`src/rtl/sprite_cmd_scheduler.sv`:
```
// sprite_cmd_scheduler: buffers host sprite commands and releases them during vblank
module sprite_cmd_scheduler #(
   parameter int FIFO_DEPTH = 64,
   parameter int VACTIVE    = 480
) (
   input  logic        clk,
   input  logic        reset_n,
   input  logic        avs_write,
   input  logic        avs_read,
   input  logic        avs_address,
   input  logic [31:0] avs_writedata,
   output logic [31:0] avs_readdata,
   input  logic [9:0]  hcount,
   input  logic [9:0]  vcount,
   output logic [31:0] writedata,
   output logic        buffer_sel
);
   localparam int AW = $clog2(FIFO_DEPTH);

   typedef enum logic [1:0] {IDLE, WAIT_VBLANK, DRAIN, FLIP} state_t;

   state_t        state;
   logic [31:0]   mem [FIFO_DEPTH];
   logic [AW-1:0] wr_ptr, rd_ptr;
   logic [AW:0]   level, remaining;
   logic [15:0]   frame_count;
   logic          overflow, commit_err;
   logic          full, push, pop, commit, clear, vblank;
   logic [31:0]   raw, head;

   assign full   = level == (AW+1)'(FIFO_DEPTH);
   assign push   = avs_write && !avs_address && !full;
   assign commit = avs_write && avs_address && avs_writedata[0];
   assign clear  = avs_write && avs_address && avs_writedata[2];
   assign vblank = hcount == 10'd0 && vcount == 10'(VACTIVE);
   // The first word leaves on the vblank edge itself, later ones from DRAIN
   assign pop    = ((state == WAIT_VBLANK && vblank) || state == DRAIN) && remaining != '0;
   assign raw    = mem[rd_ptr];
   assign head   = {raw[31:14], ~buffer_sel, raw[12:0]};

   // Command storage; pointers alone define what is valid
   always_ff @(posedge clk) begin
      if (push) mem[wr_ptr] <= avs_writedata;
   end

   // FIFO pointers and fill level
   always_ff @(posedge clk or negedge reset_n) begin
      if (!reset_n) begin
         wr_ptr <= '0;
         rd_ptr <= '0;
         level  <= '0;
      end else begin
         wr_ptr <= wr_ptr + AW'(push);
         rd_ptr <= rd_ptr + AW'(pop);
         level  <= level + (AW+1)'(push) - (AW+1)'(pop);
      end
   end

   // Commit / vblank / release / flip sequencing with sticky error tracking
   always_ff @(posedge clk or negedge reset_n) begin
      if (!reset_n) begin
         state       <= IDLE;
         remaining   <= '0;
         writedata   <= '0;
         buffer_sel  <= 1'b0;
         frame_count <= '0;
         overflow    <= 1'b0;
         commit_err  <= 1'b0;
      end else begin
         if (clear) begin
            overflow   <= 1'b0;
            commit_err <= 1'b0;
         end
         if (avs_write && !avs_address && full) overflow <= 1'b1;
         if (commit && state != IDLE) commit_err <= 1'b1;
         case (state)
            IDLE: if (commit) begin
               remaining <= level;
               state     <= WAIT_VBLANK;
            end
            WAIT_VBLANK, DRAIN: if (state == DRAIN || vblank) begin
               if (remaining != '0) begin
                  writedata <= head;
                  remaining <= remaining - (AW+1)'(1);
                  state     <= DRAIN;
               end else begin
                  writedata   <= '0;
                  buffer_sel  <= ~buffer_sel;
                  frame_count <= frame_count + 16'd1;
                  state       <= FLIP;
               end
            end
            FLIP: state <= IDLE;
         endcase
      end
   end

   // Registered status read, held between reads
   always_ff @(posedge clk or negedge reset_n) begin
      if (!reset_n) avs_readdata <= '0;
      else if (avs_read) avs_readdata <= avs_address ? {frame_count, 4'b0, overflow, commit_err, state != IDLE, buffer_sel, 8'(level)} : 32'h0;
   end
endmodule

```
`config.mk`:
```
export PLATFORM = sky130hd
export DESIGN_NAME = sprite_cmd_scheduler
export DESIGN_NICKNAME = d
export VERILOG_FILES = /design/src/rtl/sprite_cmd_scheduler.sv
export SDC_FILE = /design/constraint.sdc
export NUM_CORES = 2
export LEC_CHECK = 0
export CAP_MARGIN = 20
export CORE_MARGIN = 5
export CORE_UTILIZATION = 55
export DETAILED_ROUTE_END_ITERATION = 6
export PLACE_DENSITY = 0.71
export SYNTH_ARGS = -nofsm -noshare
export SYNTH_HDL_FRONTEND = slang
export SYNTH_SLANG_ARGS = --single-unit
```
`constraint.sdc`:
```
create_clock -name clk -period 9.7 [get_ports clk]
set_input_delay 1.94 -clock clk [delete_from_list [all_inputs] [get_ports clk]]
set_output_delay 1.94 -clock clk [all_outputs]
set_load 0.02 [all_outputs]
```
After elaboration in Yosys (flattened, before gate mapping)
Memory sizes are Yosys's and may differ from the RTL's.
Cells that the tools add are included.
{"block": "word_totals", "memories": 1, "out_inout_bits": 65, "mem_bits_ro": 0, "latchBits": 0, "wordCells": 69, "ramBits": 2048, "reg_bits": 111}
{"name": "mem", "words": 64, "word_bits": 32, "rd": 1, "rd_ports_with_merged_regs": 0, "wr": 1, "line_no": "23", "source": "logic [31:0] mem [FIFO_DEPTH];"}
{"block": "classes", "magnitude_cmp": 0, "multipliers": 0, "div": 0, "mux": 15, "addsub": 6, "bitwise_logic": 2, "n_shift": 0, "n_eq_ne": 8, "n_reduce_logical": 26}
{"operator": "$mux 32", "count": 2}
{"operator": "$mux 7", "count": 3}
{"operator": "$add 16x1->16 const B", "count": 1}
{"operator": "$pmux 7 s2", "count": 1}
{"operator": "$add 6x1->6", "count": 2}
{"operator": "$eq 10x9->1 const B", "count": 1}
{"operator": "$logic_and 1x1->1", "count": 10}
{"operator": "$logic_not 10->1", "count": 1}
{"operator": "$reduce_bool 2->1", "count": 4}
{"operator": "$add 7x1->7", "count": 1}
{"operator": "$eq 7x7->1 const B", "count": 1}
{"operator": "$reduce_bool 7->1", "count": 1}
{"operator": "$sub 7x1->7", "count": 1}
{"operator": "$sub 7x1->7 const B", "count": 1}
{"operator": "$mux 1", "count": 6}
{"operator": "$ne 2x2->1 const B", "count": 3}
{"operator": "$pmux 2 s3", "count": 1}
{"operator": "$eq 2x2->1 const B", "count": 2}
{"operator": "$mux 2", "count": 2}
{"operator": "$reduce_and 2->1", "count": 2}
{"operator": "$reduce_and 4->1", "count": 1}
{"operator": "$reduce_and 3->1", "count": 1}
{"operator": "$eq 2x1->1 const B", "count": 1}
{"operator": "$logic_not 1->1", "count": 2}
{"operator": "other kinds (4)", "count": 6}

Longest topological paths before layout
{"block": "depth", "word_depth": 6, "depth_mapped": 17, "depth_no_buf": 16}

Worst setup path before layout
No wires, ideal clock.
{"block": "synth_timing", "path_type": "input to register", "start": "input avs_address", "end": "memory mem[63][0] (enable)", "arrival_ns": 4.252, "t_required_ns": 9.281, "setup_ns": 0.419, "n_path_buf": 0, "path_stages": 5, "setup_slack_ns": 5.029, "cell_sequence": "or3b_2 inv_1 and2_1 nand3_1 nor2_1"}
{"block": "synth_via", "elab_chain_cells": 5}
{"element": "from (decl)", "line_no": "10", "source": "input logic avs_address,"}
{"element": "$logic_not 1->1", "line_no": "32", "source": "assign push = avs_write && !avs_address && !full;"}
{"element": "$logic_and 1x1->1 (2 in series)", "line_no": "32"}
{"element": "$mux 1", "line_no": "43", "source": "if (push) mem[wr_ptr] <= avs_writedata;"}
{"element": "$mux 1 (implied by the code)", "line_no": "43"}
{"element": "to (decl)", "line_no": "23"}
Every way passes these cells.

Final worst setup path
{"block": "layout_timing", "start": "input avs_address", "end": "memory mem[55][15] (enable)"}
Same word-level chain as after synthesis.

==> results by group <==
Outcome
  • Status: complete, no violations

CTS
  • Resized Gates After CTS: 0
  • Clock sinks: 2090
  • Worst-case clock buffer depth: 3
  • Clock latency at the later pin of the worst-skew pair: 830 ps
  • Clock root buffer: clkbuf_16
  • H-tree level count: 4
  • Hold-fix buffers, CTS: 0
  • Setup bufs post-CTS: 0
  • Clock slew at reported path FFs: 60 ps
  • Cts bufs inserted: 198
  • CTS tree: built

Power and ir drop
  • Pint: 14400 µW
  • Max VDD drop: 0.176 mV
  • P_leak: around 0.028 µW
  • Register share of total power: 0.556
  • Tot Pwr: between 15000 and 20000 µW
  • Fraction of power consumed by the clock network: 0.408
  • Sw Ratio: 0.211
  • Power Dens Cells: 200 nW/µm²
  • Part of the power in combinational logic: 0.036
  • Net switching power: between 3000 and 4000 µW

Synthesis
  • Yosys Warn Count: 0
  • Leading area contributor after synthesis: edfxtp_1
  • Yosys top cell area share: 0.739
  • Yosys reg bits: 2090
  • Post-synthesis sequential area ratio: 0.772
  • Cells after Synth: between 4000 and 5000
  • Count leader, synth: edfxtp_1
  • Area contributors post-synth: edfxtp_1 (74%), mux4_2 (7.0%), mux2i_1 (6.1%), dfrtp_1 (3.3%), a22oi_1 (2.8%)
  • Top FF cell, synth: edfxtp_1
  • Ys async rst share: 0.0507
  • Avg Cell Area, Syn: 19.7 µm²
  • Yosys cell types: 61
  • Cell area after synthesis: 80600 µm²
  • Synth top cells by count: edfxtp_1 (1984), mux2i_1 (488), a22oi_1 (303)
  • Post-synth EDFFs: 1984

Detailed routing
  • Iteration-0 DRC Markers: around 4300
  • Final ANT Viol Nets: 0
  • DRT Pass-1 Iters: 5
  • DR WL/cell: ~30 µm
  • # DRC: 0
  • Detailed Route WL: 192000 µm
  • Total number of vias: 40766
  • Via/cell ratio: 6.37

Global route
  • GRT overflow: 0
  • Largest net degree at the start of global routing: roughly 130
  • Vias in the first global route: 40209
  • GRT Util Overall: 0.250
  • Initial antenna violation count: 11
  • First-pass GRT wire length: roughly 280000 µm

STA
  • Hold_ws: ~480 ps
  • Final setup fails: 0
  • Setup tns final: 0 ps
  • Max Transition Viols Final: 0
  • Clk_skew: 41.1 ps
  • Min Tclk post-route: 4940 ps
  • Fin crit share: 0.510
  • Maximum clock rate: 202 MHz
  • Worst-Margin Slew: 1080 ps
  • Slew HR: 0.282
  • RSZ-0062 raised after global routing: no
  • Hold Vio Cnt, Final: 0

Worst setup path
  • Worst path max stage delay: 700 ps
  • Reg2reg end: writedata[14]
  • Crit Path Class: primary input to register
  • Crit path cell chain: clkdlybuf4s50_1, buf_4, or3b_2, inv_1, and2_1, nand3_1, nor2_4, buf_4
  • Crit path arrival time: 5400 ps
  • Critical path required time: between 10000 and 15000 ps
  • Startpoint Class: primary input
  • Worst setup startpoint: avs_address
  • Setup crit end kind: register
  • R2R depth: 6
  • Slowest stage cell, crit path: nand3_1
  • Critical path's most frequent cell: buf_4
  • FF-to-FF setup slack: 5280 ps
  • CP max FO: 31
  • R2R Path Start: rd_ptr[0]

Place
  • Placer Congestion: 0.794
  • Dpl hpwl: 104000 µm
  • PortBufs: 115

Min path
  • Worst Hold Path EP: frame_count[15]
  • Hold Crit Start: frame_count[15]
  • Hold Crit Class: register to register
  • Min-Delay Path Depth: 1

Die
  • Die area: 154000 µm²
  • Core Region: between 100000 and 150000 µm²
  • Initial cell density of the core: 0.553
  • DIE HEIGHT: about 390 µm
  • Site Rows: 140
  • DIE WIDTH: slightly below 400 µm
  • I/O pin total: 122

Final layout
  • Area Growth Syn to Fin: 13.0%
  • Final nets: 4386
  • Util after Layout: 0.626
  • Share of cells above drive strength 1: 0.177

Run
  • Max cap viols: 0
-- cell usage in the layout (no fill, tap or decap), drive strengths merged, types with 83 or more instances in the layout --
| cell type | n |
|---|---|
| clkbuf | 239 |
| clkdlybuf4s50 | 83 |
| mux2i | 488 |
| clkinv | 113 |
| nand3 | 163 |
| edfxtp | 1984 |
| a22oi | 303 |
| buf | 163 |
| nor2 | 95 |
| dfrtp | 106 |
| mux4 | 252 |
-- sequential cells by signal, summed over array words and instances, names as in the netlist --
register and count:
mem 1984, writedata 32, avs_readdata 27, frame_count 16, level 7, remaining 7, rd_ptr 6, wr_ptr 6
state 2, buffer_sel 1, commit_err 1, overflow 1
-- per-layer routing --
metal	global-route usage	up-vias	wire length, µm
met2	0.393	2031	91100
met3	0.0545	311	17900
met1	0.355	21173	76500
met4	0.0805	4	6310
li1	-	17247	-
met5	0	-	21
-- worst max-delay path, delay by kind of cell --
family	cells	cell delay (ps)
AND/OR/NAND/NOR	4	2200
buffers and inverters	4	1200
-- logic make-up (layout without fill, tap and decap cells) --
group / after synthesis / count (layout) / synth area share
AOI/OAI and AO/OA: 529 / 529 / 0.0476
muxes: 741 / 741 / 0.131
xor gates and xnor gates: 30 / 30 / 0.00326
and+or+nand+nor: 398 / 398 / 0.0248
adders and majority gates: 20 / 20 / 0.00320
buffers and inverters: 290 / 671 / 0.0176
DFF: 2090 / 2090 / 0.772
other: 1 / 8 / 0.0000465
-- how the worst max path moves through the flow --
stage,endpoint,depth (start not counted)
2_1_floorplan,mem[63][0],5
3_3_place_gp,mem[39][18],7
3_5_place_dp,mem[62][31],6
4_1_cts,mem[62][20],6
5_1_grt,mem[55][15],8
6_report,mem[55][15],8
-- through the flow --
stage          instances  setup slack (ps)  cell area, µm²
2_1_floorplan       4103              5030           80600
3_3_place_gp        5998              3910           84100
3_5_place_dp        6002              3930           84200
4_1_cts             6377              4780           90500
5_1_grt             6401              4640           91100
6_report            6404              4760           91100
-- layout make-up --
type / instances / area (µm²)
Antenna cell: 3 / 7.51
Clock buffer: 239 / 5240
Clock inverter: 136 / 1080
Fill cell: 9741 / 54500
Inverter: 50 / 188
Multi-Input combinational cell: 1723 / 17500
Sequential cell: 2090 / 62200
Tap cell: 1917 / 2400
Timing Repair Buffer: 246 / 2420
-- power groups by stage --
stage / registers [µW] / logic, µW / clock network, µW
floorplan: 10300 / 275 / 0
global placement: 10300 / 615 / 0
detailed placement: 10300 / 635 / 0
CTS: 10100 / 637 / 7550
global route: 10100 / 702 / 7950
finish: 10100 / 655 / 7450
Note: power is estimated with default switching activity, not from simulation.
